<file path="config.mk">
export PLATFORM = sky130hd
export DESIGN_NAME = multicycle_control_flat
export DESIGN_NICKNAME = d
export VERILOG_FILES = /design/src/rtl/cu_pkg.sv /design/src/rtl/multicycle_control_if.sv /design/src/rtl/cu_alu_decode.sv /design/src/rtl/multicycle_control.sv /design/src/flat_wrapper.sv
export SDC_FILE = /design/constraint.sdc
export NUM_CORES = 1
export LEC_CHECK = 0
export BUFFER_PORTS_ARGS = -buffer_cell sky130_fd_sc_hd__buf_2
export CORE_MARGIN = 3
export CORE_UTILIZATION = 45
export CTS_CLUSTER_DIAMETER = 30
export CTS_CLUSTER_SIZE = 20
export DETAILED_ROUTE_END_ITERATION = 10
export MAX_ROUTING_LAYER = met4
export PLACE_DENSITY = 0.82
export REMOVE_ABC_BUFFERS = 1
export SLEW_MARGIN = 20
export SYNTH_ARGS = -nofsm -noshare
export SYNTH_HDL_FRONTEND = slang
export SYNTH_SLANG_ARGS = --single-unit
export TNS_END_PERCENT = 10
</file>
<file path="constraint.sdc">
create_clock -name clk -period 1.8 [get_ports clk]
set_input_delay 0.09 -clock clk [delete_from_list [all_inputs] [get_ports clk]]
set_output_delay 0.09 -clock clk [all_outputs]
set_load 0.01 [all_outputs]
</file>
<file path="src/rtl/cu_pkg.sv">
`default_nettype none
// ============================================================================
// Module   : cu_pkg
// Brief    : State encoding, opcode map and ALU operation codes shared by the
//            multicycle control unit and its opcode decoder.
// Revision : 1.0
// ============================================================================
package cu_pkg;

    typedef enum logic [2:0] {
        FETCH   = 3'd0,
        DECODE  = 3'd1,
        EXEC    = 3'd2,
        MEM     = 3'd3,
        WB      = 3'd4,
        WAIT_IN = 3'd5,
        HALT    = 3'd6
    } state_t;

    // Instruction class: selects the path the FSM takes after EXEC
    typedef enum logic [3:0] {
        K_ALU     = 4'd0,
        K_LOAD    = 4'd1,
        K_STORE   = 4'd2,
        K_IN      = 4'd3,
        K_BEQ     = 4'd4,
        K_BNE     = 4'd5,
        K_JUMP    = 4'd6,
        K_OUT     = 4'd7,
        K_RESET   = 4'd8,
        K_HALT    = 4'd9,
        K_ILLEGAL = 4'd10
    } op_kind_t;

    localparam logic [5:0] c_OP_ADD   = 6'h00;
    localparam logic [5:0] c_OP_SUB   = 6'h01;
    localparam logic [5:0] c_OP_AND   = 6'h02;
    localparam logic [5:0] c_OP_OR    = 6'h03;
    localparam logic [5:0] c_OP_XOR   = 6'h04;
    localparam logic [5:0] c_OP_SLT   = 6'h05;
    localparam logic [5:0] c_OP_MUL   = 6'h06;
    localparam logic [5:0] c_OP_DIV   = 6'h07;
    localparam logic [5:0] c_OP_REM   = 6'h08;
    localparam logic [5:0] c_OP_BEQ   = 6'h09;
    localparam logic [5:0] c_OP_BNE   = 6'h0A;
    localparam logic [5:0] c_OP_ADDI  = 6'h0B;
    localparam logic [5:0] c_OP_SUBI  = 6'h0C;
    localparam logic [5:0] c_OP_INC   = 6'h0D;
    localparam logic [5:0] c_OP_DEC   = 6'h0E;
    localparam logic [5:0] c_OP_LW    = 6'h0F;
    localparam logic [5:0] c_OP_SW    = 6'h10;
    localparam logic [5:0] c_OP_NOT   = 6'h11;
    localparam logic [5:0] c_OP_SLL   = 6'h12;
    localparam logic [5:0] c_OP_SRL   = 6'h13;
    localparam logic [5:0] c_OP_LWI   = 6'h14;
    localparam logic [5:0] c_OP_IN    = 6'h15;
    localparam logic [5:0] c_OP_OUT   = 6'h16;
    localparam logic [5:0] c_OP_JUMP  = 6'h17;
    localparam logic [5:0] c_OP_HALT  = 6'h18;
    localparam logic [5:0] c_OP_RESET = 6'h19;

    localparam logic [3:0] c_ALU_NONE = 4'd0;
    localparam logic [3:0] c_ALU_ADD  = 4'd1;
    localparam logic [3:0] c_ALU_SUB  = 4'd2;
    localparam logic [3:0] c_ALU_INC  = 4'd3;
    localparam logic [3:0] c_ALU_DEC  = 4'd4;
    localparam logic [3:0] c_ALU_AND  = 4'd5;
    localparam logic [3:0] c_ALU_OR   = 4'd6;
    localparam logic [3:0] c_ALU_XOR  = 4'd7;
    localparam logic [3:0] c_ALU_NOT  = 4'd8;
    localparam logic [3:0] c_ALU_SLL  = 4'd9;
    localparam logic [3:0] c_ALU_SRL  = 4'd10;
    localparam logic [3:0] c_ALU_SLT  = 4'd11;
    localparam logic [3:0] c_ALU_MUL  = 4'd12;
    localparam logic [3:0] c_ALU_DIV  = 4'd13;
    localparam logic [3:0] c_ALU_REM  = 4'd14;
    localparam logic [3:0] c_ALU_PASS = 4'd15;

endpackage
`default_nettype wire

</file>
<file path="src/rtl/multicycle_control_if.sv">
`default_nettype none
// ============================================================================
// Module   : multicycle_control_if
// Brief    : Status inputs and control outputs between the control unit
//            (master) and the datapath/environment (slave).
// Revision : 1.0
// ============================================================================
interface multicycle_control_if #(
    parameter int OP_W    = 6,
    parameter int ALUOP_W = 4
);
    logic [OP_W-1:0]    opcode;
    logic               zero;
    logic               mem_ready;
    logic               in_valid;
    logic               resume;

    logic               cu_writeReg;
    logic               cu_regDest;
    logic               cu_memtoReg;
    logic               cu_Jump;
    logic               cu_inSignal;
    logic               cu_aluScr;
    logic               cu_writeEnable;
    logic               cu_readEnable;
    logic               cu_Branch;
    logic               cu_hlt;
    logic               cu_reset;
    logic               cu_showDisplay;
    logic               cu_pcWrite;
    logic               cu_irWrite;
    logic               cu_illegal;
    logic [ALUOP_W-1:0] cu_aluOp;
    logic [2:0]         cu_state;

    modport master (
        input  opcode, zero, mem_ready, in_valid, resume,
        output cu_writeReg, cu_regDest, cu_memtoReg, cu_Jump, cu_inSignal,
               cu_aluScr, cu_writeEnable, cu_readEnable, cu_Branch, cu_hlt,
               cu_reset, cu_showDisplay, cu_pcWrite, cu_irWrite, cu_illegal,
               cu_aluOp, cu_state
    );

    modport slave (
        output opcode, zero, mem_ready, in_valid, resume,
        input  cu_writeReg, cu_regDest, cu_memtoReg, cu_Jump, cu_inSignal,
               cu_aluScr, cu_writeEnable, cu_readEnable, cu_Branch, cu_hlt,
               cu_reset, cu_showDisplay, cu_pcWrite, cu_irWrite, cu_illegal,
               cu_aluOp, cu_state
    );
endinterface
`default_nettype wire

</file>
<file path="src/rtl/cu_alu_decode.sv">
`default_nettype none
// ============================================================================
// Module   : cu_alu_decode
// Brief    : Combinational opcode decode: ALU op, operand/destination selects
//            and the instruction class steering the FSM.
// Revision : 1.0
// ============================================================================
module cu_alu_decode
    import cu_pkg::*;
#(
    parameter int OP_W    = 6,
    parameter int ALUOP_W = 4
) (
    input  wire logic [OP_W-1:0]    i_opcode,
    output logic      [ALUOP_W-1:0] o_alu_op,
    output logic                    o_alu_src,
    output logic                    o_reg_dest,
    output op_kind_t                o_kind
);
    logic       w_hi_nz;
    logic [5:0] w_op6;
    logic [3:0] w_alu;

    assign w_op6 = i_opcode[5:0];

    // Any set bit above the 6-bit opcode map makes the opcode undefined
    if (OP_W > 6) begin : g_wide
        assign w_hi_nz = |i_opcode[OP_W-1:6];
    end else begin : g_exact
        assign w_hi_nz = 1'b0;
    end

    always_comb begin
        w_alu      = c_ALU_NONE;
        o_alu_src  = 1'b0;
        o_reg_dest = 1'b0;
        o_kind     = K_ILLEGAL;
        if (!w_hi_nz) begin
            case (w_op6)
                c_OP_ADD:   begin w_alu = c_ALU_ADD;  o_reg_dest = 1'b1; o_kind = K_ALU; end
                c_OP_SUB:   begin w_alu = c_ALU_SUB;  o_reg_dest = 1'b1; o_kind = K_ALU; end
                c_OP_AND:   begin w_alu = c_ALU_AND;  o_reg_dest = 1'b1; o_kind = K_ALU; end
                c_OP_OR:    begin w_alu = c_ALU_OR;   o_reg_dest = 1'b1; o_kind = K_ALU; end
                c_OP_XOR:   begin w_alu = c_ALU_XOR;  o_reg_dest = 1'b1; o_kind = K_ALU; end
                c_OP_SLT:   begin w_alu = c_ALU_SLT;  o_reg_dest = 1'b1; o_kind = K_ALU; end
                c_OP_MUL:   begin w_alu = c_ALU_MUL;  o_reg_dest = 1'b1; o_kind = K_ALU; end
                c_OP_DIV:   begin w_alu = c_ALU_DIV;  o_reg_dest = 1'b1; o_kind = K_ALU; end
                c_OP_REM:   begin w_alu = c_ALU_REM;  o_reg_dest = 1'b1; o_kind = K_ALU; end
                c_OP_NOT:   begin w_alu = c_ALU_NOT;  o_reg_dest = 1'b1; o_kind = K_ALU; end
                c_OP_ADDI:  begin w_alu = c_ALU_ADD;  o_alu_src  = 1'b1; o_kind = K_ALU; end
                c_OP_SUBI:  begin w_alu = c_ALU_SUB;  o_alu_src  = 1'b1; o_kind = K_ALU; end
                c_OP_INC:   begin w_alu = c_ALU_INC;  o_alu_src  = 1'b1; o_kind = K_ALU; end
                c_OP_DEC:   begin w_alu = c_ALU_DEC;  o_alu_src  = 1'b1; o_kind = K_ALU; end
                c_OP_SLL:   begin w_alu = c_ALU_SLL;  o_alu_src  = 1'b1; o_kind = K_ALU; end
                c_OP_SRL:   begin w_alu = c_ALU_SRL;  o_alu_src  = 1'b1; o_kind = K_ALU; end
                c_OP_LWI:   begin w_alu = c_ALU_PASS; o_alu_src  = 1'b1; o_kind = K_ALU; end
                c_OP_LW:    begin w_alu = c_ALU_PASS; o_alu_src  = 1'b1; o_kind = K_LOAD; end
                c_OP_SW:    begin o_alu_src = 1'b1; o_kind = K_STORE; end
                c_OP_IN:    begin w_alu = c_ALU_PASS; o_kind = K_IN; end
                c_OP_BEQ:   o_kind = K_BEQ;
                c_OP_BNE:   o_kind = K_BNE;
                c_OP_JUMP:  o_kind = K_JUMP;
                c_OP_OUT:   o_kind = K_OUT;
                c_OP_HALT:  o_kind = K_HALT;
                c_OP_RESET: o_kind = K_RESET;
                default:    o_kind = K_ILLEGAL;
            endcase
        end
    end

    assign o_alu_op = ALUOP_W'(w_alu);

endmodule
`default_nettype wire

</file>
<file path="src/rtl/multicycle_control.sv">
`default_nettype none
// ============================================================================
// Module   : multicycle_control
// Brief    : Multicycle CPU control FSM (FETCH/DECODE/EXEC/MEM/WB/WAIT_IN/HALT).
//            Define CU_IO_HANDSHAKE_EN to make WAIT_IN wait for in_valid.
// Revision : 1.0
// ============================================================================
module multicycle_control
    import cu_pkg::*;
#(
    parameter int OP_W    = 6,
    parameter int ALUOP_W = 4
) (
    input  wire logic             clk,
    input  wire logic             rst_n,
    multicycle_control_if.master  bus
);
    state_t             r_state;
    state_t             w_next;
    logic [OP_W-1:0]    r_opcode;

    logic [ALUOP_W-1:0] w_alu_op;
    logic               w_alu_src;
    logic               w_reg_dest;
    op_kind_t           w_kind;

    logic               w_write_reg, w_reg_dest_o, w_memto_reg, w_jump, w_in_signal;
    logic               w_alu_scr, w_write_en, w_read_en, w_branch, w_hlt, w_reset;
    logic               w_show, w_pc_write, w_ir_write, w_illegal;
    logic [ALUOP_W-1:0] w_alu_op_o;

    cu_alu_decode #(
        .OP_W    (OP_W),
        .ALUOP_W (ALUOP_W)
    ) u_alu_decode (
        .i_opcode   (r_opcode),
        .o_alu_op   (w_alu_op),
        .o_alu_src  (w_alu_src),
        .o_reg_dest (w_reg_dest),
        .o_kind     (w_kind)
    );

    always_ff @(posedge clk or negedge rst_n) begin
        if (!rst_n) begin
            r_state  <= FETCH;
            r_opcode <= '0;
        end else begin
            r_state <= w_next;
            if (r_state == DECODE) begin
                r_opcode <= bus.opcode;
            end
        end
    end

    always_comb begin
        w_next       = r_state;
        w_write_reg  = 1'b0;
        w_reg_dest_o = 1'b0;
        w_memto_reg  = 1'b0;
        w_jump       = 1'b0;
        w_in_signal  = 1'b0;
        w_alu_scr    = 1'b0;
        w_write_en   = 1'b0;
        w_read_en    = 1'b0;
        w_branch     = 1'b0;
        w_hlt        = 1'b0;
        w_reset      = 1'b0;
        w_show       = 1'b0;
        w_pc_write   = 1'b0;
        w_ir_write   = 1'b0;
        w_illegal    = 1'b0;
        w_alu_op_o   = '0;
        // Outputs are gated by rst_n so they clear the instant reset asserts
        if (rst_n) begin
            case (r_state)
                FETCH: begin
                    w_read_en = 1'b1;
                    if (bus.mem_ready) begin
                        w_ir_write = 1'b1;
                        w_pc_write = 1'b1;
                        w_next     = DECODE;
                    end
                end
                DECODE: w_next = EXEC;
                EXEC: begin
                    w_alu_op_o   = w_alu_op;
                    w_alu_scr    = w_alu_src;
                    w_reg_dest_o = w_reg_dest;
                    w_next       = FETCH;
                    case (w_kind)
                        K_ALU:   w_next = WB;
                        K_LOAD,
                        K_STORE: w_next = MEM;
                        K_IN:    w_next = WAIT_IN;
                        K_BEQ: begin
                            w_branch   = bus.zero;
                            w_pc_write = bus.zero;
                        end
                        K_BNE: begin
                            w_branch   = ~bus.zero;
                            w_pc_write = ~bus.zero;
                        end
                        K_JUMP: begin
                            w_jump     = 1'b1;
                            w_pc_write = 1'b1;
                        end
                        K_OUT:   w_show  = 1'b1;
                        K_RESET: w_reset = 1'b1;
                        K_HALT:  w_next  = HALT;
                        default: w_illegal = 1'b1;
                    endcase
                end
                MEM: begin
                    if (w_kind == K_LOAD) begin
                        w_read_en = 1'b1;
                    end else begin
                        w_write_en = 1'b1;
                    end
                    if (bus.mem_ready) begin
                        w_next = (w_kind == K_LOAD) ? WB : FETCH;
                    end
                end
                WB: begin
                    w_write_reg = 1'b1;
                    w_memto_reg = (w_kind == K_LOAD);
                    // Input word keeps the write-back mux pointed at the port
                    w_in_signal = (w_kind == K_IN);
                    w_next      = FETCH;
                end
                WAIT_IN: begin
                    w_in_signal = 1'b1;
`ifdef CU_IO_HANDSHAKE_EN
                    if (bus.in_valid) begin
                        w_next = WB;
                    end
`else
                    w_next = WB;
`endif
                end
                HALT: begin
                    w_hlt = 1'b1;
                    if (bus.resume) begin
                        w_next = FETCH;
                    end
                end
                default: w_next = FETCH;
            endcase
        end
    end

    assign bus.cu_writeReg    = w_write_reg;
    assign bus.cu_regDest     = w_reg_dest_o;
    assign bus.cu_memtoReg    = w_memto_reg;
    assign bus.cu_Jump        = w_jump;
    assign bus.cu_inSignal    = w_in_signal;
    assign bus.cu_aluScr      = w_alu_scr;
    assign bus.cu_writeEnable = w_write_en;
    assign bus.cu_readEnable  = w_read_en;
    assign bus.cu_Branch      = w_branch;
    assign bus.cu_hlt         = w_hlt;
    assign bus.cu_reset       = w_reset;
    assign bus.cu_showDisplay = w_show;
    assign bus.cu_pcWrite     = w_pc_write;
    assign bus.cu_irWrite     = w_ir_write;
    assign bus.cu_illegal     = w_illegal;
    assign bus.cu_aluOp       = w_alu_op_o;
    assign bus.cu_state       = r_state;

endmodule
`default_nettype wire

</file>
<file path="src/flat_wrapper.sv">
// flat-port wrapper written by rule: the top's interface ports become plain ports
module multicycle_control_flat import cu_pkg::*;
#(
    parameter int OP_W    = 6,
    parameter int ALUOP_W = 4
)
  (clk, rst_n, bus_opcode, bus_zero, bus_mem_ready, bus_in_valid, bus_resume, bus_cu_writeReg, bus_cu_regDest, bus_cu_memtoReg, bus_cu_Jump, bus_cu_inSignal, bus_cu_aluScr, bus_cu_writeEnable, bus_cu_readEnable, bus_cu_Branch, bus_cu_hlt, bus_cu_reset, bus_cu_showDisplay, bus_cu_pcWrite, bus_cu_irWrite, bus_cu_illegal, bus_cu_aluOp, bus_cu_state);
  multicycle_control_if #(.OP_W(OP_W), .ALUOP_W(ALUOP_W)) bus_i ();
  input  wire logic clk;
  input  wire logic rst_n;
  input wire logic [$bits(bus_i.opcode)-1:0] bus_opcode;
  input wire logic [$bits(bus_i.zero)-1:0] bus_zero;
  input wire logic [$bits(bus_i.mem_ready)-1:0] bus_mem_ready;
  input wire logic [$bits(bus_i.in_valid)-1:0] bus_in_valid;
  input wire logic [$bits(bus_i.resume)-1:0] bus_resume;
  output wire logic [$bits(bus_i.cu_writeReg)-1:0] bus_cu_writeReg;
  output wire logic [$bits(bus_i.cu_regDest)-1:0] bus_cu_regDest;
  output wire logic [$bits(bus_i.cu_memtoReg)-1:0] bus_cu_memtoReg;
  output wire logic [$bits(bus_i.cu_Jump)-1:0] bus_cu_Jump;
  output wire logic [$bits(bus_i.cu_inSignal)-1:0] bus_cu_inSignal;
  output wire logic [$bits(bus_i.cu_aluScr)-1:0] bus_cu_aluScr;
  output wire logic [$bits(bus_i.cu_writeEnable)-1:0] bus_cu_writeEnable;
  output wire logic [$bits(bus_i.cu_readEnable)-1:0] bus_cu_readEnable;
  output wire logic [$bits(bus_i.cu_Branch)-1:0] bus_cu_Branch;
  output wire logic [$bits(bus_i.cu_hlt)-1:0] bus_cu_hlt;
  output wire logic [$bits(bus_i.cu_reset)-1:0] bus_cu_reset;
  output wire logic [$bits(bus_i.cu_showDisplay)-1:0] bus_cu_showDisplay;
  output wire logic [$bits(bus_i.cu_pcWrite)-1:0] bus_cu_pcWrite;
  output wire logic [$bits(bus_i.cu_irWrite)-1:0] bus_cu_irWrite;
  output wire logic [$bits(bus_i.cu_illegal)-1:0] bus_cu_illegal;
  output wire logic [$bits(bus_i.cu_aluOp)-1:0] bus_cu_aluOp;
  output wire logic [$bits(bus_i.cu_state)-1:0] bus_cu_state;
  assign bus_i.opcode = bus_opcode;
  assign bus_i.zero = bus_zero;
  assign bus_i.mem_ready = bus_mem_ready;
  assign bus_i.in_valid = bus_in_valid;
  assign bus_i.resume = bus_resume;
  assign bus_cu_writeReg = bus_i.cu_writeReg;
  assign bus_cu_regDest = bus_i.cu_regDest;
  assign bus_cu_memtoReg = bus_i.cu_memtoReg;
  assign bus_cu_Jump = bus_i.cu_Jump;
  assign bus_cu_inSignal = bus_i.cu_inSignal;
  assign bus_cu_aluScr = bus_i.cu_aluScr;
  assign bus_cu_writeEnable = bus_i.cu_writeEnable;
  assign bus_cu_readEnable = bus_i.cu_readEnable;
  assign bus_cu_Branch = bus_i.cu_Branch;
  assign bus_cu_hlt = bus_i.cu_hlt;
  assign bus_cu_reset = bus_i.cu_reset;
  assign bus_cu_showDisplay = bus_i.cu_showDisplay;
  assign bus_cu_pcWrite = bus_i.cu_pcWrite;
  assign bus_cu_irWrite = bus_i.cu_irWrite;
  assign bus_cu_illegal = bus_i.cu_illegal;
  assign bus_cu_aluOp = bus_i.cu_aluOp;
  assign bus_cu_state = bus_i.cu_state;
  multicycle_control #(.OP_W(OP_W), .ALUOP_W(ALUOP_W)) u_core (.clk(clk), .rst_n(rst_n), .bus(bus_i));
endmodule
</file>
* After elaboration in Yosys (flattened, before gate mapping)
Index checks and enable logic that the tools add are counted.
Word-level totals: input bits 12, register bits after elaboration 9
Cells by class: mux-type cells 51, equality and inequality tests 43, reduce and logical (&&, ||, !) cells 12, bitwise logic cells 1
Operator list (number):
- equality test 6 x 5 -> 1 bit (second input constant) | 10
- case mux 4 bit (15 select lines) | 1
- equality test 6 x 4 -> 1 bit (second input constant) | 8
- case mux 4 bit (10 select lines) | 1
- two-way mux 1 bit | 36
- equality test 6 x 3 -> 1 bit (second input constant) | 4
- OR reduction 10 bit | 2
- case mux 3 bit (6 select lines) | 1
- OR reduction 17 bit | 1
- equality test 4 x 3 -> 1 bit (second input constant) | 4
- equality test 6 x 2 -> 1 bit (second input constant) | 2
- two-way mux 3 bit | 4
- case mux 3 bit (4 select lines) | 1
- equality test 3 bit (second input constant) | 3
- OR reduction 9 bit | 1
- equality test 4 x 2 -> 1 bit (second input constant) | 2
- equality test 4 bit (second input constant) | 2
- two-way mux 4 bit | 2
- case mux 1 bit (2 select lines) | 4
- equality test 3 x 2 -> 1 bit (second input constant) | 2
- equality test 6 x 1 -> 1 bit (second input constant) | 1
- logical NOT 6 bit | 1
- != test 2 bit (second input constant) | 3
- OR reduction 2 bit | 3
- 8 further kinds | 8

* Depth between registers and ports, before layout
Gate-level depths: netlist of the first run.
depth in word-level cells 8, depth in mapped cells 7

* By module
Synthesis of the first run repeated with hierarchy kept, for this count alone.
Second synthesis, totals: cells, all modules 149, area total of the unflattened synthesis 1153.6 µm²
By module, submodules not included:
- multicycle_control | instances 1, sequential area each 225.2 µm², cells each 81, area an instance 720.7 µm²
- cu_alu_decode | instances 1, sequential area each 0.0 µm², cells each 68, area an instance 432.9 µm²

* Worst setup path after synthesis of the first run
No wires, ideal clock.
kind register to output, start reg u_core.r_state[1] (netlist: u_core.bus.cu_state[1]), end out bus_cu_pcWrite, arrival time 1576 ps, stages on the path, launching flop included 7, path buffers 1, path slack 134 ps, cell sequence dfrtp_1 buf_2 inv_1 nor2_1 nand3_1 nor4_2 a311o_1
Between the ends: cells in the longest elaborated chain, start to end 3, elaborated cells between the ends (all ways) 4, classes of those cells eq/ne: 1; mux: 2; reduce/logical: 1
Ends and longest elaborated chain:
- start: declaration | RTL line multicycle_control.sv:18 | state_t r_state;
- start signal: assignment | RTL line multicycle_control.sv:48 | r_state <= w_next;
- equality test 3 x 2 -> 1 bit or logical NOT 3 bit (tied branches) | RTL line multicycle_control.sv:75 | case (r_state)
- case mux 1 bit (2 select lines) * | RTL line multicycle_control.sv:75
- two-way mux 1 bit * | RTL line multicycle_control.sv:74 | if (rst_n) begin
- end: declaration | RTL line flat_wrapper.sv:28 | output wire logic [$bits(bus_i.cu_pcWrite)-1:0] bus_cu_pcWrite;
Mark *: on every way between the ends. The rest lies on a longest branch, timed or not.

* Worst setup path after layout of the first run
start reg u_core.r_opcode[2], end out bus_cu_illegal
Between the ends: cells in the longest elaborated chain, start to end 8, elaborated cells between the ends (all ways) 42, classes of those cells eq/ne: 34; mux: 4; reduce/logical: 4
Ends and longest elaborated chain:
- start: declaration | RTL line multicycle_control.sv:20 | logic [OP_W-1:0] r_opcode;
- start signal: assignment | RTL line multicycle_control.sv:50 | r_opcode <= bus.opcode;
- equality test 6 x 5 -> 1 bit (tied with other cells) | RTL line cu_alu_decode.sv:39 | case (w_op6)
- OR reduction 17 bit (no source line)
- case mux 4 bit (10 select lines) * | RTL line cu_alu_decode.sv:39
- equality test 4 x 2 -> 1 bit (tied with other cells) | RTL line multicycle_control.sv:90 | case (w_kind)
- OR reduction 10 bit (no source line) *
- two-way mux 1 bit * | RTL line multicycle_control.sv:90
- two-way mux 1 bit * | RTL line multicycle_control.sv:75
- two-way mux 1 bit * | RTL line multicycle_control.sv:74
- end: declaration | RTL line flat_wrapper.sv:30 | output wire logic [$bits(bus_i.cu_illegal)-1:0] bus_cu_illegal;
Marked as above.

==> results of run 1 <==
flip-flops by register name, indices dropped and copies added (netlist names):
| signal | count |
|---|---|
| u_core.r_opcode | 6 |
| u_core.bus.cu_state | 3 |
critical path: cells and delay by family (launching register included):
kind                   cells  cell delay, ns
AND/OR/NAND/NOR            3            0.48
AO/OA/AOI/OAI              2            0.33
buffers and inverters      2            0.30
flip-flops                 1            0.48
logic make-up (layout without fill, tap and decap cells):
family,after synthesis,count (layout),share of synthesized area
AO/OA/AOI/OAI,48,48,0.284
multiplexers,4,4,0.0395
flip-flops,9,9,0.203
XOR/XNOR,2,2,0.0158
buffers and inverters,23,77,0.119
AND/OR/NAND/NOR,72,72,0.339
cell usage after synthesis, drive strengths merged, types with 3 or more instances:
cell type and number:
a21oi 12, a31oi 6, buf 14, dfrtp 9
inv 7, mux2 3, nand2 14, nand2b 3
nand3 9, nor2 15, nor2b 4, nor3 12
nor4 3, o2111ai 3, o21ai 11, o31ai 3
layer usage:
metal	wire length (um)	vias up	track usage
met5	0	-	-
met4	97	0	0.0833
met3	270	15	0.0348
met2	2080	83	0.431
met1	1570	670	0.291
li1	-	692	-
worst max path at each step:
stage,from,to,slack [ns],cells past startpoint
after floorplan,u_core.r_opcode[2],bus_cu_pcWrite,0.04,5
after global placement,u_core.r_opcode[2],bus_cu_pcWrite,0.09,6
after detailed placement,u_core.r_opcode[4],bus_cu_pcWrite,0.04,6
after CTS,u_core.r_opcode[0],bus_cu_pcWrite,-0.12,6
after global routing,u_core.bus.cu_state[2],bus_cu_illegal,-0.23,6
final,u_core.r_opcode[2],bus_cu_illegal,-0.14,7
metrics by stage:
| step | util | worst slack, ns | power (uW) | cell area, um^2 |
|---|---|---|---|---|
| 3_5_place_dp | 0.607 | 0.0364 | 2340 | 1380 |
| 2_1_floorplan | - | 0.0357 | 1580 | 1010 |
| 5_1_grt | 0.716 | -0.226 | 3260 | 1630 |
| 4_1_cts | 0.665 | -0.117 | 2700 | 1510 |
| 3_3_place_gp | 0.607 | 0.0860 | 2260 | 1380 |
| 6_report | 0.716 | -0.142 | 3040 | 1630 |
power by group:
group / switching [uW] / internal [uW]
Sequential: 261 / 318
Combinational: 1230 / 1080
Clock: 64.1 / 85.0
what timing repair did:
action                     in CTS  in global routing
resized for setup              20                 20
setup endpoints to repair      12                 14
pin swaps                       8                  5
hold buffers                    1                  0
setup buffers                   5                  3
hold endpoints to repair        9                  0
layout make-up:
cell class / count / area (um^2) / share of cell area
multi-input cells: 126 / 860 / 0.528
clock buffers: 4 / 26.3 / 0.0161
repair buffers: 65 / 442 / 0.271
flip-flops and latches: 9 / 234 / 0.144
inverters: 8 / 32.5 / 0.0200
well taps: 28 / 35.0 / 0.0215
==> results.sh, run 1 <==
export IMPL_first_pass_iters=4
export IMPL_grt_total_usage=0.248
export IMPL_power_density_nw_per_um2=1870
export IMPL_hpwl_um=2620
export IMPL_dr_total_vias=1460
export IMPL_yosysTopAreaCellShare=0.203
export IMPL_diodes=0
export IMPL_fp_row_count=17
export IMPL_wl_per_cell_um=16.8
export IMPL_hold_start="bus_opcode[4]"
export IMPL_min_path_type="in2reg"
export IMPL_cp_data_required_time_ns=1.71
export IMPL_dpl_cell_count=227
export IMPL_drtIter0Drc=71
export IMPL_layout_commonest_cell="buf_2"
export IMPL_holdPathStages=3
export IMPL_finClkSkew_ns=0.00252
export IMPL_leakagePower_uw=0.000714
export IMPL_r2r_start="u_core.r_opcode[2]"
export IMPL_worstSetupPathType="reg2out"
export IMPL_fin_ws_ns=-0.142
export IMPL_gp_congestion=0.924
export IMPL_synth_main_ff_cell="dfrtp_1"
export IMPL_grt_overflow_total=0
export IMPL_syn_instance_count=158
export IMPL_cts_root_buffer="clkbuf_4"
export IMPL_fillers=175
export IMPL_hold_ws_ns=0.0393
export IMPL_final_setup_tns_ns=-0.788
export IMPL_ys_warn_count=0
export IMPL_max_slew_margin_rel=0.732
export IMPL_path_max_fanout=8
export IMPL_ys_ff_latch=9
export IMPL_synth_cell_types=46
export IMPL_outcome="finished, violations left"
export IMPL_post_synth_cell_area_avg_um2=7.01
export IMPL_startpoint_type="flip-flop"
export IMPL_synthTopCellsByArea="dfrtp_1 20%, nor2_1 5.1%, a21oi_1 5.0%"
export IMPL_coreArea_um2=2280
export IMPL_drive_gt1_frac=0.500
export IMPL_syn_area_um2=1110
export IMPL_grt_first_pass_wirelength_um=6240
export IMPL_min_period_over_period=1.08
export IMPL_async_flop_share=1.00
export IMPL_critPathMaxStageDelay_ns=0.48
export IMPL_vias_per_cell=6.08
export IMPL_cts_tree="yes"
export IMPL_slew_viol_final=0
export IMPL_antenna_found_initial=0
export IMPL_final_cells=240
export IMPL_wl_um=4020
export IMPL_slowest_stage="dfrtp_2"
export IMPL_setup_viol=10
export IMPL_fmax_mhz=515
export IMPL_violations="setup timing"
export IMPL_path_cells="or2b_1 > o31ai_2 > a21oi_2 > buf_4 > nor2_2 > nor3_2 > buf_2"
export IMPL_io_pins=34
export IMPL_synth_largest_area_cell="dfrtp_1"
export IMPL_drv_cap=0
export IMPL_htreeDepth=1
export IMPL_r2r_end="u_core.bus.cu_state[2]"
export IMPL_clockBufferDepth=2
export IMPL_end_kind="output pin"
export IMPL_area_delta_synth_final_pct=47.1
export IMPL_nets=225
export IMPL_cts_clk_slew_worst_paths_ns=0.06
export IMPL_clk_latency_ns=0.26
export IMPL_vdd_drop_max_v=0.00136
export IMPL_cts_sinks=9
export IMPL_finalHoldViolations=0
export IMPL_r2r_setup_slack_ns=0.04
export IMPL_period_minus_slack_ns=1.94
export IMPL_numPortBuffers=32
export IMPL_synth_edf_count=0
export IMPL_ant_nets=0
export IMPL_rsz0062_at_grt="yes"
export IMPL_worst_slew_pin_slew_ns=0.400
export IMPL_drc=0
export IMPL_chipWidth_um=55.6
export IMPL_grt_start_max_net_pins=16
export IMPL_cts_buffers=3
export IMPL_reg2regPathDepth=6
export IMPL_die_area_um2=3090
export IMPL_arrival_ns=1.85
export IMPL_mostFrequentLayoutCells="32 x buf_2, 26 x buf_4"
export IMPL_die_h_um=55.6
export IMPL_grt_pass1_vias=1410
export IMPL_initial_core_util=0.487
export IMPL_hold_end="u_core.r_opcode[4]"
export IMPL_synth_seq_area_share=0.203
No activity file was read; power rests on OpenSTA's default activity.
==> run 2: changes to the inputs <==
--- a/config.mk
+++ b/config.mk
@@ -17,5 +17,6 @@
 export SLEW_MARGIN = 20
 export SYNTH_ARGS = -nofsm -noshare
 export SYNTH_HDL_FRONTEND = slang
+export SYNTH_HIERARCHICAL = 1
 export SYNTH_SLANG_ARGS = --single-unit
 export TNS_END_PERCENT = 10
==> results.sh, run 2 <==
export IMPL_outcome="finished, violations left"
export IMPL_violations="setup timing"
export IMPL_synth_largest_area_cell="dfrtp_1"
export IMPL_synth_cell_types=47
export IMPL_wl_um=3460
export IMPL_cts_clk_slew_worst_paths_ns=0.06
export IMPL_min_period_over_period=1.33
export IMPL_dr_total_vias=1356
export IMPL_switching_share=0.464
export IMPL_synth_main_ff_cell="dfrtp_1"
export IMPL_worstSetupPathType="reg2out"
export IMPL_clockPowerShare=0.051
export IMPL_drtIter0Drc=80
export IMPL_async_flop_share=1.00
export IMPL_power_density_nw_per_um2=1860
export IMPL_io_pins=34
export IMPL_cts_root_buffer="clkbuf_4"
export IMPL_startpoint_type="flip-flop"
export IMPL_synthTopCellsByArea="dfrtp_1 20%, mux2_2 7.8%, nor2_1 7.2%"
export IMPL_htreeDepth=1
export IMPL_coreArea_um2=2320
export IMPL_yosysTopAreaCellShare=0.195
export IMPL_grt_start_max_net_pins=20
export IMPL_p_comb_frac=0.781
export IMPL_leakagePower_uw=0.000764
export IMPL_setup_viol=15
export IMPL_synth_seq_area_share=0.195
export IMPL_max_slew_margin_rel=0.706
export IMPL_cts_sinks=9
export IMPL_hpwl_um=2300
export IMPL_diodes=0
export IMPL_clockBufferDepth=2
export IMPL_period_minus_slack_ns=2.39
export IMPL_yosysMostFrequentCell="nor2_1"
export IMPL_synth_common_cells="22 x nor2_1, 9 x dfrtp_1, 8 x mux2_2, 8 x nor3_1, 8 x o21ai_0"
export IMPL_p_sw_uw=1420
export IMPL_mostFrequentLayoutCells="32 x buf_2, 26 x buf_4, 21 x nor2_1"
export IMPL_cts_tree="yes"
export IMPL_end_kind="output pin"
export IMPL_grt_overflow_total=0
export IMPL_wl_per_cell_um=14.8
export IMPL_min_path_type="in2reg"
export IMPL_fin_ws_ns=-0.589
export IMPL_area_delta_synth_final_pct=42.1
export IMPL_initial_core_util=0.498
export IMPL_layout_commonest_cell="buf_2"
export IMPL_dp_slack_ns=-0.219
export IMPL_gp_congestion=0.863
export IMPL_largest_reg_flops=6
export IMPL_cp_data_required_time_ns=1.71
export IMPL_cts_buffers=3
export IMPL_vias_per_cell=5.79
export IMPL_chipWidth_um=56.6
export IMPL_ys_warn_count=6
export IMPL_final_util=0.707
export IMPL_worst_slew_pin_slew_ns=0.441
export IMPL_first_pass_iters=4
export IMPL_path_max_fanout=3
export IMPL_final_setup_tns_ns=-5.78
export IMPL_die_h_um=56.6
export IMPL_p_total_uw=3050
export IMPL_grt_first_pass_wirelength_um=5460
export IMPL_slew_viol_final=0
export IMPL_post_synth_cell_area_avg_um2=7.74
export IMPL_numPortBuffers=32
export IMPL_antenna_found_initial=0
export IMPL_vdd_drop_max_v=0.00126
export IMPL_rsz0062_at_grt="yes"
export IMPL_ys_ff_latch=9
export IMPL_arrival_ns=2.30
export IMPL_p_int_uw=1640
export IMPL_r2r_setup_slack_ns=-0.39
export IMPL_finalHoldViolations=0
export IMPL_ant_nets=0
export IMPL_top_register="u_core/r_opcode"
export IMPL_clk_latency_ns=0.26
export IMPL_syn_area_um2=1150
export IMPL_fmax_mhz=419
export IMPL_grt_total_usage=0.210
export IMPL_die_area_um2=3210
export IMPL_synth_edf_count=0
export IMPL_fillers=193
export IMPL_syn_instance_count=149
export IMPL_nets=219
export IMPL_drive_gt1_frac=0.500
export IMPL_grt_pass1_vias=1270
export IMPL_drc=0
export IMPL_fp_row_count=17
export IMPL_p_seq_frac=0.168
export IMPL_drv_cap=0
export IMPL_finClkSkew_ns=0.00358
## run 2: cell count changes after synthesis, moves of 3 or more
| cell | delta |
|---|---|
| nand2_1 | -7 |
| nor2_1 | +7 |
| and2_1 | +5 |
| mux2_2 | +5 |
| nand3b_1 | +5 |
| a21oi_1 | -4 |
| buf_2 | -4 |
| nand3_1 | -4 |
| inv_1 | -3 |
| nor3_1 | -3 |
| o2111ai_1 | -3 |
| o21ai_0 | -3 |
## run 2: metal layers
layer	up-vias	track usage	wire (um)
li1	643	-	-
met1	657	0.261	1440
met2	46	0.333	1750
met3	10	0.0207	192
met4	0	0.112	78
met5	-	-	0
## run 2: repair_timing
action / 4_1_cts / 5_1_grt
buffers inserted: 1 / 6
pin swaps: 7 / 4
gates resized for setup: 5 / 22
hold buffers: 1 / 0
setup endpoints to repair: 17 / 18
hold endpoints to repair: 9 / 0
## run 2: layout make-up
class                      count  area (um^2)  share of cell area
sequential                     9          228               0.139
tap                           28         35.0              0.0214
timing repair buffer          66          448               0.273
clock buffer                   4         26.3              0.0160
multi-input combinational    125          895               0.546
inverter                       2         7.51             0.00458
## run 2: per-stage QoR
| stage | hold slack, ns | std cells | cell area [um^2] |
|---|---|---|---|
| after floorplan | -0.206 | 136 | 1060 |
| after global placement | -0.0178 | 222 | 1450 |
| after detailed placement | -0.0117 | 222 | 1450 |
| after CTS | 0.0526 | 228 | 1510 |
| after global routing | 0.0564 | 234 | 1640 |
| final | 0.0574 | 234 | 1640 |
## run 2: power by group through the flow
stage	logic (uW)	registers (uW)	clock network (uW)
after floorplan	1070	609	0
after global placement	1940	458	0
after detailed placement	2020	473	0
after CTS	2060	475	162
after global routing	2580	528	168
final	2390	513	155
## run 2: worst max-delay path: stages (launching register included)
cell and delay [ns]:
dfrtp_1 0.40, or3b_1 0.39, a21oi_2 0.15, o21ai_1 0.10, a21oi_1 0.17, buf_4 0.17, nand2b_4 0.07, nor3_4 0.16
nand3_1 0.14, a21oi_1 0.15, buf_2 0.14
## run 2: logic make-up (layout without fill, tap and decap cells)
logic type | after synthesis | after routing | synth area share
flip-flops | 9 | 9 | 0.195
AO/OA/AOI/OAI | 35 | 35 | 0.203
AND/OR/NAND/NOR | 75 | 75 | 0.379
buffers and inverters | 15 | 72 | 0.0900
multiplexers | 10 | 10 | 0.0954
XOR/XNOR | 5 | 5 | 0.0380
## run 2: path summary, 6_finish.rpt
check,from,to,depth (start not counted)
worst max-delay path,u_core/r_opcode[0],bus_cu_readEnable,10
worst min-delay path,bus_opcode[4],u_core/r_opcode[4],2
worst max register to register,u_core/r_opcode[0],u_core/bus.cu_state[2],10
worst min register to register,u_core/r_opcode[4],u_core/r_opcode[4],1
max in group asynchronous,rst_n,u_core/r_opcode[1],2
min in group asynchronous,rst_n,u_core/bus.cu_state[2],2
==> run 3: changes to the inputs <==
==> constraint.sdc (replaced) <==
create_clock -name clk -period 1.8 [get_ports clk]
set_input_delay 0.09 -clock clk [delete_from_list [all_inputs] [get_ports clk]]
set_output_delay 0.09 -clock clk [all_outputs]
set_load 0.02 [all_outputs]
==> results.sh, run 3 (same netlist as run 2, synthesis figures left out) <==
export IMPL_end_kind="output pin"
export IMPL_die_area_um2=3210
export IMPL_wl_per_cell_um=14.9
export IMPL_antenna_found_initial=0
export IMPL_top_register="u_core/r_opcode"
export IMPL_period_minus_slack_ns=2.40
export IMPL_power_density_nw_per_um2=1880
export IMPL_path_max_fanout=3
export IMPL_outcome="finished, violations left"
export IMPL_fin_ws_ns=-0.598
export IMPL_cts_tree="yes"
export IMPL_cts_clk_slew_worst_paths_ns=0.06
export IMPL_p_seq_frac=0.157
export IMPL_drc=0
export IMPL_fmax_mhz=417
export IMPL_dr_total_vias=1328
export IMPL_worstSetupPathType="reg2out"
export IMPL_arrival_ns=2.31
export IMPL_diodes=0
export IMPL_initial_core_util=0.498
export IMPL_grt_total_usage=0.221
export IMPL_cts_sinks=9
export IMPL_finalHoldViolations=0
export IMPL_htreeDepth=1
export IMPL_startpoint_type="flip-flop"
export IMPL_holdPathStages=2
export IMPL_grt_overflow_total=0
export IMPL_hold_start="bus_opcode[1]"
export IMPL_grt_start_max_net_pins=13
export IMPL_grt_first_pass_wirelength_um=5620
export IMPL_numPortBuffers=32
export IMPL_layout_commonest_cell="buf_4"
export IMPL_dpl_cell_area_um2=1460
export IMPL_reg2regPathDepth=10
export IMPL_min_path_type="in2reg"
export IMPL_ant_nets=0
export IMPL_finClkSkew_ns=0.00570
export IMPL_chipWidth_um=56.6
export IMPL_p_total_uw=3020
export IMPL_io_pins=34
export IMPL_grt_pass1_vias=1258
export IMPL_clockBufferDepth=2
export IMPL_area_delta_synth_final_pct=39.6
export IMPL_dpl_cell_count=223
export IMPL_first_pass_iters=4
export IMPL_hpwl_um=2330
export IMPL_largest_reg_flops=6
export IMPL_clk_latency_ns=0.26
export IMPL_cp_data_required_time_ns=1.71
export IMPL_p_comb_frac=0.792
export IMPL_final_area_um2=1610
export IMPL_mostFrequentLayoutCells="38 x buf_4, 27 x buf_2, 20 x nor2_1"
export IMPL_vdd_drop_max_v=0.00116
export IMPL_coreArea_um2=2320
export IMPL_wl_um=3490
export IMPL_drive_gt1_frac=0.495
export IMPL_final_cells=234
export IMPL_max_slew_margin_rel=0.722
export IMPL_violations="setup timing"
export IMPL_clockPowerShare=0.051
export IMPL_hold_end="u_core/r_opcode[1]"
export IMPL_vias_per_cell=5.68
export IMPL_rsz0062_at_grt="yes"
export IMPL_fp_row_count=17
export IMPL_nets=219
export IMPL_cts_root_buffer="clkbuf_4"
export IMPL_setup_viol=17
export IMPL_leakagePower_uw=0.000752
export IMPL_r2r_start="u_core/r_opcode[0]"
export IMPL_min_period_over_period=1.33
export IMPL_final_util=0.695
export IMPL_drtIter0Drc=61
export IMPL_switching_share=0.479
export IMPL_worst_slew_pin_slew_ns=0.415
export IMPL_p_sw_uw=1450
export IMPL_die_h_um=56.6
export IMPL_slew_viol_final=0
export IMPL_r2r_end="u_core/bus.cu_state[1]"
export IMPL_cts_buffers=3
export IMPL_gp_congestion=0.898
export IMPL_drv_cap=0
export IMPL_dp_slack_ns=-0.330
export IMPL_r2r_setup_slack_ns=-0.43
export IMPL_p_int_uw=1580
## run 3: cell counts in the layout (fill, tap and decap cells not counted)
No cell type changed its count.
## run 3: routing by layer
| metal | vias up | share of wire | wire length [um] | track usage |
|---|---|---|---|---|
| li1 | 645 | - | - | - |
| met4 | 0 | 0.026 | 91 | 0.0949 |
| met2 | 68 | 0.51 | 1770 | 0.351 |
| met3 | 14 | 0.073 | 256 | 0.0483 |
| met1 | 601 | 0.39 | 1370 | 0.269 |
| met5 | - | 0 | 0 | - |
## run 3: critical path, stage by stage (launching register included)
cell and delay [ns]:
dfrtp_1 0.38, or3b_1 0.41, a21oi_2 0.19, o21ai_2 0.09, a21oi_2 0.17, buf_4 0.16
nand2b_4 0.06, nor3_4 0.15, nand3_1 0.13, a21oi_2 0.16, buf_4 0.15
## run 3: layout make-up
cell class / count / area [um^2]
multi-input combinational: 125 / 886
fill: 184 / 708
timing repair buffer: 66 / 430
sequential: 9 / 225
tap: 28 / 35.0
clock buffer: 4 / 26.3
inverter: 2 / 7.51
## run 3: how the worst max path moves through the flow
stage / slack (ns) / from / endpoint / cells past startpoint
2_1_floorplan: -0.74 / u_core/r_opcode[0] / bus_cu_readEnable / 8
3_3_place_gp: -0.23 / u_core/r_opcode[2] / bus_cu_readEnable / 10
3_5_place_dp: -0.33 / u_core/r_opcode[2] / u_core/bus.cu_state[2] / 10
4_1_cts: -0.45 / u_core/r_opcode[0] / bus_cu_readEnable / 10
5_1_grt: -0.69 / u_core/r_opcode[0] / bus_cu_readEnable / 10
6_report: -0.60 / u_core/r_opcode[0] / bus_cu_readEnable / 10
## run 3: repair_timing
item,CTS,global route
endpoints found under the hold margin,9,0
endpoints found under the setup margin,17,18
hold buffers,1,0
pin swaps,6,4
setup buffers,5,1
gates resized for setup,15,7
## run 3: stage by stage
step	hold slack (ns)	setup TNS, ns
3_5_place_dp	-0.00953	-1.83
3_3_place_gp	-0.0124	-0.992
2_1_floorplan	-0.206	-5.91
5_1_grt	0.0635	-8.26
4_1_cts	0.0545	-4.42
6_report	0.0597	-6.06
## run 3: power by group through the flow
stage / combinational, uW / clock [uW] / sequential (uW)
final: 2400 / 154 / 476
after global placement: 2010 / 0 / 459
after global routing: 2590 / 169 / 499
after detailed placement: 2080 / 0 / 472
after CTS: 2260 / 160 / 459
after floorplan: 1110 / 0 / 629
